<file path="src/rtl/alu_pkg.sv">
// ALU control codes, R-type funct codes and ID alu_op codes shared by the
// ID/EX stage, its control decoder and the bench.
package alu_pkg;

  localparam logic [3:0] ALU_AND  = 4'b0000;
  localparam logic [3:0] ALU_OR   = 4'b0001;
  localparam logic [3:0] ALU_ADDU = 4'b0010;
  localparam logic [3:0] ALU_XOR  = 4'b0011;
  localparam logic [3:0] ALU_NOR  = 4'b0100;
  localparam logic [3:0] ALU_SUBU = 4'b0110;
  localparam logic [3:0] ALU_SLT  = 4'b0111;
  localparam logic [3:0] ALU_SLL  = 4'b1000;
  localparam logic [3:0] ALU_SRL  = 4'b1001;
  localparam logic [3:0] ALU_ADDS = 4'b1011;
  localparam logic [3:0] ALU_SUBS = 4'b1100;
  localparam logic [3:0] ALU_BAD  = 4'b1111;

  localparam logic [5:0] FUNCT_SLL  = 6'h00;
  localparam logic [5:0] FUNCT_SRL  = 6'h02;
  localparam logic [5:0] FUNCT_ADD  = 6'h20;
  localparam logic [5:0] FUNCT_ADDU = 6'h21;
  localparam logic [5:0] FUNCT_SUB  = 6'h22;
  localparam logic [5:0] FUNCT_SUBU = 6'h23;
  localparam logic [5:0] FUNCT_AND  = 6'h24;
  localparam logic [5:0] FUNCT_OR   = 6'h25;
  localparam logic [5:0] FUNCT_XOR  = 6'h26;
  localparam logic [5:0] FUNCT_NOR  = 6'h27;
  localparam logic [5:0] FUNCT_SLT  = 6'h2A;

  typedef enum logic [2:0] {
    ALUOP_ADDU  = 3'b000,
    ALUOP_SUBU  = 3'b001,
    ALUOP_RTYPE = 3'b010,
    ALUOP_AND   = 3'b011,
    ALUOP_OR    = 3'b100,
    ALUOP_XOR   = 3'b101,
    ALUOP_SLT   = 3'b110,
    ALUOP_ADDS  = 3'b111
  } alu_op_e;

  // Shifts take the shifted value from rt and the amount from shamt.
  function automatic logic is_shift(input logic [3:0] ctrl);
    return (ctrl == ALU_SLL) || (ctrl == ALU_SRL);
  endfunction

endpackage

</file>
<file path="src/rtl/id_ex_stage_if.sv">
// ID/EX stage bus: decoded ID fields, stall/flush, forwarding sources and EX outputs.
interface id_ex_stage_if #(
  parameter int unsigned DATA_W     = 32,
  parameter int unsigned REG_ADDR_W = 5
);
  logic                  id_valid;
  logic [2:0]            id_alu_op;
  logic [5:0]            id_funct;
  logic [4:0]            id_shamt;
  logic [DATA_W-1:0]     id_rs_data;
  logic [DATA_W-1:0]     id_rt_data;
  logic [DATA_W-1:0]     id_imm;
  logic                  id_alu_src;
  logic [REG_ADDR_W-1:0] id_rs;
  logic [REG_ADDR_W-1:0] id_rt;
  logic [REG_ADDR_W-1:0] id_rd;
  logic                  id_reg_dst;
  logic                  id_reg_write;
  logic                  id_mem_read;
  logic                  id_mem_write;
  logic                  id_mem_to_reg;
  logic                  stall;
  logic                  flush;
  logic                  exm_reg_write;
  logic [REG_ADDR_W-1:0] exm_rd;
  logic [DATA_W-1:0]     exm_result;
  logic                  wb_reg_write;
  logic [REG_ADDR_W-1:0] wb_rd;
  logic [DATA_W-1:0]     wb_result;

  logic                  ex_valid;
  logic [3:0]            alu_control;
  logic [DATA_W-1:0]     operand0;
  logic [DATA_W-1:0]     operand1;
  logic [REG_ADDR_W-1:0] ex_dest;
  logic                  ex_reg_write;
  logic                  ex_mem_read;
  logic                  ex_mem_write;
  logic                  ex_mem_to_reg;
  logic [DATA_W-1:0]     ex_store_data;
  logic                  illegal_op;
  logic                  hazard_stall;

  modport master (
    output id_valid, id_alu_op, id_funct, id_shamt, id_rs_data, id_rt_data, id_imm,
           id_alu_src, id_rs, id_rt, id_rd, id_reg_dst, id_reg_write, id_mem_read,
           id_mem_write, id_mem_to_reg, stall, flush, exm_reg_write, exm_rd, exm_result,
           wb_reg_write, wb_rd, wb_result,
    input  ex_valid, alu_control, operand0, operand1, ex_dest, ex_reg_write, ex_mem_read,
           ex_mem_write, ex_mem_to_reg, ex_store_data, illegal_op, hazard_stall
  );

  modport slave (
    input  id_valid, id_alu_op, id_funct, id_shamt, id_rs_data, id_rt_data, id_imm,
           id_alu_src, id_rs, id_rt, id_rd, id_reg_dst, id_reg_write, id_mem_read,
           id_mem_write, id_mem_to_reg, stall, flush, exm_reg_write, exm_rd, exm_result,
           wb_reg_write, wb_rd, wb_result,
    output ex_valid, alu_control, operand0, operand1, ex_dest, ex_reg_write, ex_mem_read,
           ex_mem_write, ex_mem_to_reg, ex_store_data, illegal_op, hazard_stall
  );

endinterface

</file>
<file path="src/rtl/alu_control_decode.sv">
// Combinational alu_op/funct to 4-bit ALU control decode; flags undecodable R-type funct.
module alu_control_decode
  import alu_pkg::*;
(
  input  logic [2:0] i_alu_op,
  input  logic [5:0] i_funct,
  output logic [3:0] o_alu_control,
  output logic       o_illegal
);

  always_comb begin
    o_alu_control = ALU_ADDU;
    o_illegal     = 1'b0;
    case (i_alu_op)
      ALUOP_ADDU: o_alu_control = ALU_ADDU;
      ALUOP_SUBU: o_alu_control = ALU_SUBU;
      ALUOP_AND:  o_alu_control = ALU_AND;
      ALUOP_OR:   o_alu_control = ALU_OR;
      ALUOP_XOR:  o_alu_control = ALU_XOR;
      ALUOP_SLT:  o_alu_control = ALU_SLT;
      ALUOP_ADDS: o_alu_control = ALU_ADDS;
      ALUOP_RTYPE: begin
        case (i_funct)
          FUNCT_ADD:  o_alu_control = ALU_ADDS;
          FUNCT_ADDU: o_alu_control = ALU_ADDU;
          FUNCT_SUB:  o_alu_control = ALU_SUBS;
          FUNCT_SUBU: o_alu_control = ALU_SUBU;
          FUNCT_AND:  o_alu_control = ALU_AND;
          FUNCT_OR:   o_alu_control = ALU_OR;
          FUNCT_XOR:  o_alu_control = ALU_XOR;
          FUNCT_NOR:  o_alu_control = ALU_NOR;
          FUNCT_SLT:  o_alu_control = ALU_SLT;
          FUNCT_SLL:  o_alu_control = ALU_SLL;
          FUNCT_SRL:  o_alu_control = ALU_SRL;
          default: begin
            o_alu_control = ALU_BAD;
            o_illegal     = 1'b1;
          end
        endcase
      end
      default: o_alu_control = ALU_ADDU;
    endcase
  end

endmodule

</file>
<file path="src/rtl/id_ex_stage.sv">
// ID/EX pipeline register with ALU control decode, operand forwarding and
// load-use hazard detection.
module id_ex_stage
  import alu_pkg::*;
#(
  parameter int unsigned DATA_W     = 32,
  parameter int unsigned REG_ADDR_W = 5
) (
  input logic          clk,
  input logic          rst_n,
  id_ex_stage_if.slave bus
);

  logic                  r_valid;
  logic [3:0]            r_alu_control;
  logic                  r_illegal;
  logic                  r_reg_write;
  logic                  r_mem_read;
  logic                  r_mem_write;
  logic                  r_mem_to_reg;
  logic                  r_alu_src;
  logic [REG_ADDR_W-1:0] r_dest;
  logic [REG_ADDR_W-1:0] r_rs;
  logic [REG_ADDR_W-1:0] r_rt;
  logic [4:0]            r_shamt;
  logic [DATA_W-1:0]     r_rs_data;
  logic [DATA_W-1:0]     r_rt_data;
  logic [DATA_W-1:0]     r_imm;

  logic [3:0]            w_dec_ctrl;
  logic                  w_dec_illegal;
  logic                  w_hazard;
  logic                  w_bubble;
  logic                  w_load;
  logic [REG_ADDR_W-1:0] w_dest_sel;
  logic [DATA_W-1:0]     w_rs_fwd;
  logic [DATA_W-1:0]     w_rt_fwd;

  alu_control_decode u_decode (
    .i_alu_op      (bus.id_alu_op),
    .i_funct       (bus.id_funct),
    .o_alu_control (w_dec_ctrl),
    .o_illegal     (w_dec_illegal)
  );

  // Load in EX whose destination is read by the instruction in ID.
  assign w_hazard = r_valid & r_mem_read & (r_dest != '0) & bus.id_valid &
                    ((r_dest == bus.id_rs) | ((r_dest == bus.id_rt) & ~bus.id_alu_src));

  assign w_bubble   = bus.flush | (~bus.stall & (w_hazard | ~bus.id_valid));
  assign w_load     = ~bus.flush & ~bus.stall & ~w_hazard & bus.id_valid;
  assign w_dest_sel = bus.id_reg_dst ? bus.id_rd : bus.id_rt;

  always_ff @(posedge clk or negedge rst_n) begin
    if (!rst_n) begin
      r_valid       <= 1'b0;
      r_alu_control <= 4'b0000;
      r_illegal     <= 1'b0;
      r_reg_write   <= 1'b0;
      r_mem_read    <= 1'b0;
      r_mem_write   <= 1'b0;
      r_mem_to_reg  <= 1'b0;
      r_alu_src     <= 1'b0;
      r_dest        <= '0;
      r_rs          <= '0;
      r_rt          <= '0;
      r_shamt       <= '0;
      r_rs_data     <= '0;
      r_rt_data     <= '0;
      r_imm         <= '0;
    end else if (w_bubble) begin
      r_valid       <= 1'b0;
      r_alu_control <= ALU_ADDU;
      r_illegal     <= 1'b0;
      r_reg_write   <= 1'b0;
      r_mem_read    <= 1'b0;
      r_mem_write   <= 1'b0;
      r_mem_to_reg  <= 1'b0;
      r_alu_src     <= 1'b0;
      r_dest        <= '0;
      r_rs          <= '0;
      r_rt          <= '0;
      r_shamt       <= '0;
      r_rs_data     <= '0;
      r_rt_data     <= '0;
      r_imm         <= '0;
    end else if (w_load) begin
      r_valid       <= 1'b1;
      r_alu_control <= w_dec_ctrl;
      r_illegal     <= w_dec_illegal;
      r_reg_write   <= bus.id_reg_write & ~w_dec_illegal;
      r_mem_read    <= bus.id_mem_read;
      r_mem_write   <= bus.id_mem_write;
      r_mem_to_reg  <= bus.id_mem_to_reg;
      r_alu_src     <= bus.id_alu_src;
      r_dest        <= w_dest_sel;
      r_rs          <= bus.id_rs;
      r_rt          <= bus.id_rt;
      r_shamt       <= bus.id_shamt;
      r_rs_data     <= bus.id_rs_data;
      r_rt_data     <= bus.id_rt_data;
      r_imm         <= bus.id_imm;
    end
  end

  // Register 0 is hard-wired; EX/MEM takes precedence over MEM/WB.
  function automatic logic [DATA_W-1:0] fwd(
    input logic [REG_ADDR_W-1:0] idx,
    input logic [DATA_W-1:0]     latched,
    input logic                  exm_we,
    input logic [REG_ADDR_W-1:0] exm_idx,
    input logic [DATA_W-1:0]     exm_val,
    input logic                  wb_we,
    input logic [REG_ADDR_W-1:0] wb_idx,
    input logic [DATA_W-1:0]     wb_val
  );
    if (idx == '0)                        return '0;
    else if (exm_we && (exm_idx == idx)) return exm_val;
    else if (wb_we && (wb_idx == idx))   return wb_val;
    else                                 return latched;
  endfunction

  assign w_rs_fwd = fwd(r_rs, r_rs_data, bus.exm_reg_write, bus.exm_rd, bus.exm_result,
                        bus.wb_reg_write, bus.wb_rd, bus.wb_result);
  assign w_rt_fwd = fwd(r_rt, r_rt_data, bus.exm_reg_write, bus.exm_rd, bus.exm_result,
                        bus.wb_reg_write, bus.wb_rd, bus.wb_result);

  always_comb begin
    bus.operand0      = '0;
    bus.operand1      = '0;
    bus.ex_store_data = '0;
    if (r_valid) begin
      bus.ex_store_data = w_rt_fwd;
      if (is_shift(r_alu_control)) begin
        bus.operand0 = w_rt_fwd;
        bus.operand1 = {{(DATA_W-5){1'b0}}, r_shamt};
      end else begin
        bus.operand0 = w_rs_fwd;
        bus.operand1 = r_alu_src ? r_imm : w_rt_fwd;
      end
    end
  end

  assign bus.ex_valid      = r_valid;
  assign bus.alu_control   = r_alu_control;
  assign bus.illegal_op    = r_illegal;
  assign bus.ex_dest       = r_dest;
  assign bus.ex_reg_write  = r_reg_write;
  assign bus.ex_mem_read   = r_mem_read;
  assign bus.ex_mem_write  = r_mem_write;
  assign bus.ex_mem_to_reg = r_mem_to_reg;
  assign bus.hazard_stall  = w_hazard;

endmodule

</file>
<file path="src/flat_wrapper.sv">
// flat-port wrapper written by rule: the top's interface ports become plain ports
module id_ex_stage_flat import alu_pkg::*;
#(
  parameter int unsigned DATA_W     = 32,
  parameter int unsigned REG_ADDR_W = 5
)
  (clk, rst_n, bus_id_valid, bus_id_alu_op, bus_id_funct, bus_id_shamt, bus_id_rs_data, bus_id_rt_data, bus_id_imm, bus_id_alu_src, bus_id_rs, bus_id_rt, bus_id_rd, bus_id_reg_dst, bus_id_reg_write, bus_id_mem_read, bus_id_mem_write, bus_id_mem_to_reg, bus_stall, bus_flush, bus_exm_reg_write, bus_exm_rd, bus_exm_result, bus_wb_reg_write, bus_wb_rd, bus_wb_result, bus_ex_valid, bus_alu_control, bus_operand0, bus_operand1, bus_ex_dest, bus_ex_reg_write, bus_ex_mem_read, bus_ex_mem_write, bus_ex_mem_to_reg, bus_ex_store_data, bus_illegal_op, bus_hazard_stall);
  id_ex_stage_if #(.DATA_W(DATA_W), .REG_ADDR_W(REG_ADDR_W)) bus_i ();
  input logic clk;
  input logic rst_n;
  input wire logic [$bits(bus_i.id_valid)-1:0] bus_id_valid;
  input wire logic [$bits(bus_i.id_alu_op)-1:0] bus_id_alu_op;
  input wire logic [$bits(bus_i.id_funct)-1:0] bus_id_funct;
  input wire logic [$bits(bus_i.id_shamt)-1:0] bus_id_shamt;
  input wire logic [$bits(bus_i.id_rs_data)-1:0] bus_id_rs_data;
  input wire logic [$bits(bus_i.id_rt_data)-1:0] bus_id_rt_data;
  input wire logic [$bits(bus_i.id_imm)-1:0] bus_id_imm;
  input wire logic [$bits(bus_i.id_alu_src)-1:0] bus_id_alu_src;
  input wire logic [$bits(bus_i.id_rs)-1:0] bus_id_rs;
  input wire logic [$bits(bus_i.id_rt)-1:0] bus_id_rt;
  input wire logic [$bits(bus_i.id_rd)-1:0] bus_id_rd;
  input wire logic [$bits(bus_i.id_reg_dst)-1:0] bus_id_reg_dst;
  input wire logic [$bits(bus_i.id_reg_write)-1:0] bus_id_reg_write;
  input wire logic [$bits(bus_i.id_mem_read)-1:0] bus_id_mem_read;
  input wire logic [$bits(bus_i.id_mem_write)-1:0] bus_id_mem_write;
  input wire logic [$bits(bus_i.id_mem_to_reg)-1:0] bus_id_mem_to_reg;
  input wire logic [$bits(bus_i.stall)-1:0] bus_stall;
  input wire logic [$bits(bus_i.flush)-1:0] bus_flush;
  input wire logic [$bits(bus_i.exm_reg_write)-1:0] bus_exm_reg_write;
  input wire logic [$bits(bus_i.exm_rd)-1:0] bus_exm_rd;
  input wire logic [$bits(bus_i.exm_result)-1:0] bus_exm_result;
  input wire logic [$bits(bus_i.wb_reg_write)-1:0] bus_wb_reg_write;
  input wire logic [$bits(bus_i.wb_rd)-1:0] bus_wb_rd;
  input wire logic [$bits(bus_i.wb_result)-1:0] bus_wb_result;
  output wire logic [$bits(bus_i.ex_valid)-1:0] bus_ex_valid;
  output wire logic [$bits(bus_i.alu_control)-1:0] bus_alu_control;
  output wire logic [$bits(bus_i.operand0)-1:0] bus_operand0;
  output wire logic [$bits(bus_i.operand1)-1:0] bus_operand1;
  output wire logic [$bits(bus_i.ex_dest)-1:0] bus_ex_dest;
  output wire logic [$bits(bus_i.ex_reg_write)-1:0] bus_ex_reg_write;
  output wire logic [$bits(bus_i.ex_mem_read)-1:0] bus_ex_mem_read;
  output wire logic [$bits(bus_i.ex_mem_write)-1:0] bus_ex_mem_write;
  output wire logic [$bits(bus_i.ex_mem_to_reg)-1:0] bus_ex_mem_to_reg;
  output wire logic [$bits(bus_i.ex_store_data)-1:0] bus_ex_store_data;
  output wire logic [$bits(bus_i.illegal_op)-1:0] bus_illegal_op;
  output wire logic [$bits(bus_i.hazard_stall)-1:0] bus_hazard_stall;
  assign bus_i.id_valid = bus_id_valid;
  assign bus_i.id_alu_op = bus_id_alu_op;
  assign bus_i.id_funct = bus_id_funct;
  assign bus_i.id_shamt = bus_id_shamt;
  assign bus_i.id_rs_data = bus_id_rs_data;
  assign bus_i.id_rt_data = bus_id_rt_data;
  assign bus_i.id_imm = bus_id_imm;
  assign bus_i.id_alu_src = bus_id_alu_src;
  assign bus_i.id_rs = bus_id_rs;
  assign bus_i.id_rt = bus_id_rt;
  assign bus_i.id_rd = bus_id_rd;
  assign bus_i.id_reg_dst = bus_id_reg_dst;
  assign bus_i.id_reg_write = bus_id_reg_write;
  assign bus_i.id_mem_read = bus_id_mem_read;
  assign bus_i.id_mem_write = bus_id_mem_write;
  assign bus_i.id_mem_to_reg = bus_id_mem_to_reg;
  assign bus_i.stall = bus_stall;
  assign bus_i.flush = bus_flush;
  assign bus_i.exm_reg_write = bus_exm_reg_write;
  assign bus_i.exm_rd = bus_exm_rd;
  assign bus_i.exm_result = bus_exm_result;
  assign bus_i.wb_reg_write = bus_wb_reg_write;
  assign bus_i.wb_rd = bus_wb_rd;
  assign bus_i.wb_result = bus_wb_result;
  assign bus_ex_valid = bus_i.ex_valid;
  assign bus_alu_control = bus_i.alu_control;
  assign bus_operand0 = bus_i.operand0;
  assign bus_operand1 = bus_i.operand1;
  assign bus_ex_dest = bus_i.ex_dest;
  assign bus_ex_reg_write = bus_i.ex_reg_write;
  assign bus_ex_mem_read = bus_i.ex_mem_read;
  assign bus_ex_mem_write = bus_i.ex_mem_write;
  assign bus_ex_mem_to_reg = bus_i.ex_mem_to_reg;
  assign bus_ex_store_data = bus_i.ex_store_data;
  assign bus_illegal_op = bus_i.illegal_op;
  assign bus_hazard_stall = bus_i.hazard_stall;
  id_ex_stage #(.DATA_W(DATA_W), .REG_ADDR_W(REG_ADDR_W)) u_core (.clk(clk), .rst_n(rst_n), .bus(bus_i));
endmodule
</file>
<file path="config.mk">
export PLATFORM = sky130hd
export DESIGN_NAME = id_ex_stage_flat
export DESIGN_NICKNAME = d
export VERILOG_FILES = /design/src/rtl/alu_pkg.sv /design/src/rtl/id_ex_stage_if.sv /design/src/rtl/alu_control_decode.sv /design/src/rtl/id_ex_stage.sv /design/src/flat_wrapper.sv
export SDC_FILE = /design/constraint.sdc
export NUM_CORES = 1
export LEC_CHECK = 0
export ABC_AREA = 1
export CORE_MARGIN = 2
export CORE_UTILIZATION = 24
export DETAILED_ROUTE_END_ITERATION = 10
export GPL_TIMING_DRIVEN = 0
export PLACE_DENSITY = 0.46
export REMOVE_ABC_BUFFERS = 1
export SYNTH_ARGS = -nofsm -noshare
export SYNTH_HDL_FRONTEND = slang
export SYNTH_SLANG_ARGS = --single-unit
</file>
<file path="constraint.sdc">
create_clock -name clk -period 2 [get_ports clk]
set_input_delay 0.3 -clock clk [delete_from_list [all_inputs] [get_ports clk]]
set_output_delay 0.3 -clock clk [all_outputs]
set_load 0.03 [all_outputs]
</file>
==> metrics.yaml <==
outcome: "complete, but fails checks"
violations: "negative setup slack"
finalCritPeriodShare_pct: 134
final-setup-viol-count: 96
ios: 324
synth_top_area_cell: "dfrtp_1"
worst_setup_path_end_kind: "output port"
dieArea_um2: 38900
power.density_nw_per_um2: 535
worst_pin_slew_ns: 0.752
drive_gt1_share_pct: 30.6
crit_path_start: "bus_wb_rd[2]"
routed_wirelength_um: 48200
root_buffer: "clkbuf_16"
fin_area_um2: 15700
ys_seq_area_share_pct: 35.4
finalNonFillerCells: 2242
slowest_stage: "clkdlybuf4s50_1"
ant_nets: 0
arrival_ns: 2.37
final-max-slew-violation-count: 0
syn_area_per_cell_um2: 6.58
fin_nets: 1970
period_minus_slack_ns: 2.67
fmax_ghz: 0.374
fp.dieH_um: 197
rows: 70
largestRegisters: "u_core.r_imm x32, u_core.r_rs_data x32, u_core.r_rt_data x32"
core_area_um2: 36700
dp_cells: 2090
grt_max_degree: 74
leakagePower_nw: 7.29
fillCellCount: 3785
synth_area_leaders: "dfrtp_1, nand2_1, nor2_1"
gp_congestion: 0.855
final_cell_mix: "nand2_1, clkdlybuf4s50_1, nor2_1"
fp.dieW_um: 197
critPathMaxStageDelay_ns: 0.53
start_util_pct: 24.4
setup_ws_ns: -0.674
overflow: 0
path_clk_slew_ns: 0.07
track_usage_pct: 23.7
antenna_found_initial: 6
dr_total_vias: 10834
numCtsBuffers: 17
start_kind: "input pin"
drcViolationCount: 0
synth_top_area_share_pct: 35.4
syn_area_um2: 8970
rsz0062_at_grt: "true"
cts.sink_count: 127
h-tree-depth: 4
regArea_um2: 3190
drv_cap: 0
io_buffers: 323
synth_cell_types: 32
worstPathRequired_ns: 1.70
postPlaceCellArea_um2: 12800
worstPathCellList: "clkdlybuf4s50_1, or2_4, a21oi_4, buf_12, buf_16, nand2_8, nand2_4, nand3_2, nand2_4, nand2_1, nand2_1, nor2_2, buf_6"
path_class: "input pin to output port"
cts_max_path_buffers: 2
synth_warnings: 0
vdd_drop_max_v: 0.000544
worstPathMaxFanout: 8
mostFrequentLayoutCell: "nand2_1"
via_per_inst: 4.83
syn_inst: 1363
grt_pass1_wl_um: 67900
min_path_type: "input pin to flip-flop"
final.setup_skew_ns: 0.00803
avgRoutedWirePerCell_um: 21.5
r2r-start: "u_core.bus.ex_dest[2]"
highest_layer: "met5"
clk_latency_ns: 0.44
wl_met2_um: 22400
m1WireLength_um: 21000
hp-start: "bus_id_rs_data[16]"
dr.pass1.iters: 5
grt_pass1_vias: 10586
syn_to_final_growth_pct: 75.6
multi_input_area_um2: 6010
dp_hpwl_um: 28000
drt_iter0_markers: 745
max_slew_margin_pct: 49.8
ys_seq_elements: 127
dr_wl_met3_um: 3440
hold_viol: 0
r2r_slack_ns: 0.15
cts_tree: "built"
-- per-stage QoR --
step                 TNS, ns  power, mW  hold slack [ns]  setup WS [ns]  util [%]
floorplan            -398.27       3.47          0.00441          -3.09         -
global placement    -2010.91       4.41            0.456          -9.33      33.4
detailed placement   -251.94       4.50            0.333          -2.33      34.9
CTS                   -57.68       8.27            0.365         -0.689      40.0
global route          -65.76       8.78            0.371         -0.780      42.9
finish                -56.32       8.42            0.385         -0.674      42.9
-- cell families after synthesis --
| family | count (synthesis) | share of synthesized area [%] |
|---|---|---|
| multiplexers | 2 | 0.223 |
| XOR/XNOR | 5 | 0.488 |
| flip-flops | 127 | 35.4 |
| buffers and inverters | 150 | 8.59 |
| AND/OR/NAND/NOR | 924 | 46.2 |
| AO/OA/AOI/OAI | 155 | 9.10 |
-- routing by layer --
metal | up-vias | GRT usage [%]
met4 | 4 | 8.72
met3 | 90 | 5.79
met1 | 5118 | 30.8
li1 | 5167 | -
met2 | 455 | 38.1
met5 | - | 0
-- worst paths after layout --
| path | to | depth (start not counted) |
|---|---|---|
| max | bus_operand0[31] | 13 |
| min | u_core.r_rs_data[16] | 3 |
| max reg2reg | u_core.r_imm[24] | 10 |
| min reg2reg | u_core.r_imm[13] | 2 |
| max in group asynchronous | u_core.r_imm[14] | 3 |
| min in group asynchronous | u_core.bus.ex_dest[0] | 2 |
-- worst max-delay path, delay by kind of cell --
kind                   cells  cell delay (ns)
AND/OR/NAND/NOR            8             0.94
buffers and inverters      4             0.97
AO/OA/AOI/OAI              1             0.14
-- power breakdown --
part	switching, mW	internal [mW]
Sequential	0.0728	2.67
Combinational	1.22	1.04
Clock	1.32	2.11
Total	2.61	5.81
-- cell usage after synthesis --
library cell / n
nand2_1: 507
o211ai_1: 1
nor2_2: 8
nor2_4: 1
clkbuf_8: 1
a21boi_1: 1
or2_4: 1
buf_4: 11
dfrtp_1: 127
xor2_1: 4
buf_1: 3
o22ai_1: 12
a21oi_4: 1
a22oi_1: 1
buf_2: 23
buf_6: 17
xnor2_1: 1
nand4_1: 36
inv_2: 6
o21ai_1: 2
nand3_1: 53
nor3_1: 4
nor2_1: 220
mux2i_1: 2
o21ai_0: 66
a21boi_2: 1
nand3_2: 63
nand2_4: 1
clkbuf_1: 35
nand2_2: 30
inv_1: 54
a21oi_1: 70
-- cell type report --
cell class / count / share of cell area (%)
multi-input combinational: 1094 / 38.2
timing repair buffer: 456 / 32.3
sequential: 127 / 20.3
tap: 468 / 3.72
clock buffer: 20 / 2.84
inverter: 60 / 1.53
clock inverter: 12 / 1.06
timing repair inverter: 2 / 0.0953
antenna: 3 / 0.0477
-- timing repair --
action	in CTS	in global routing
pin swaps	36	59
setup buffers	69	26
endpoints found under the hold margin	54	0
cloned	16	7
resized for setup	738	177
hold buffers	1	0
endpoints found under the setup margin	200	144
Note: power is estimated with default switching activity, not from simulation.
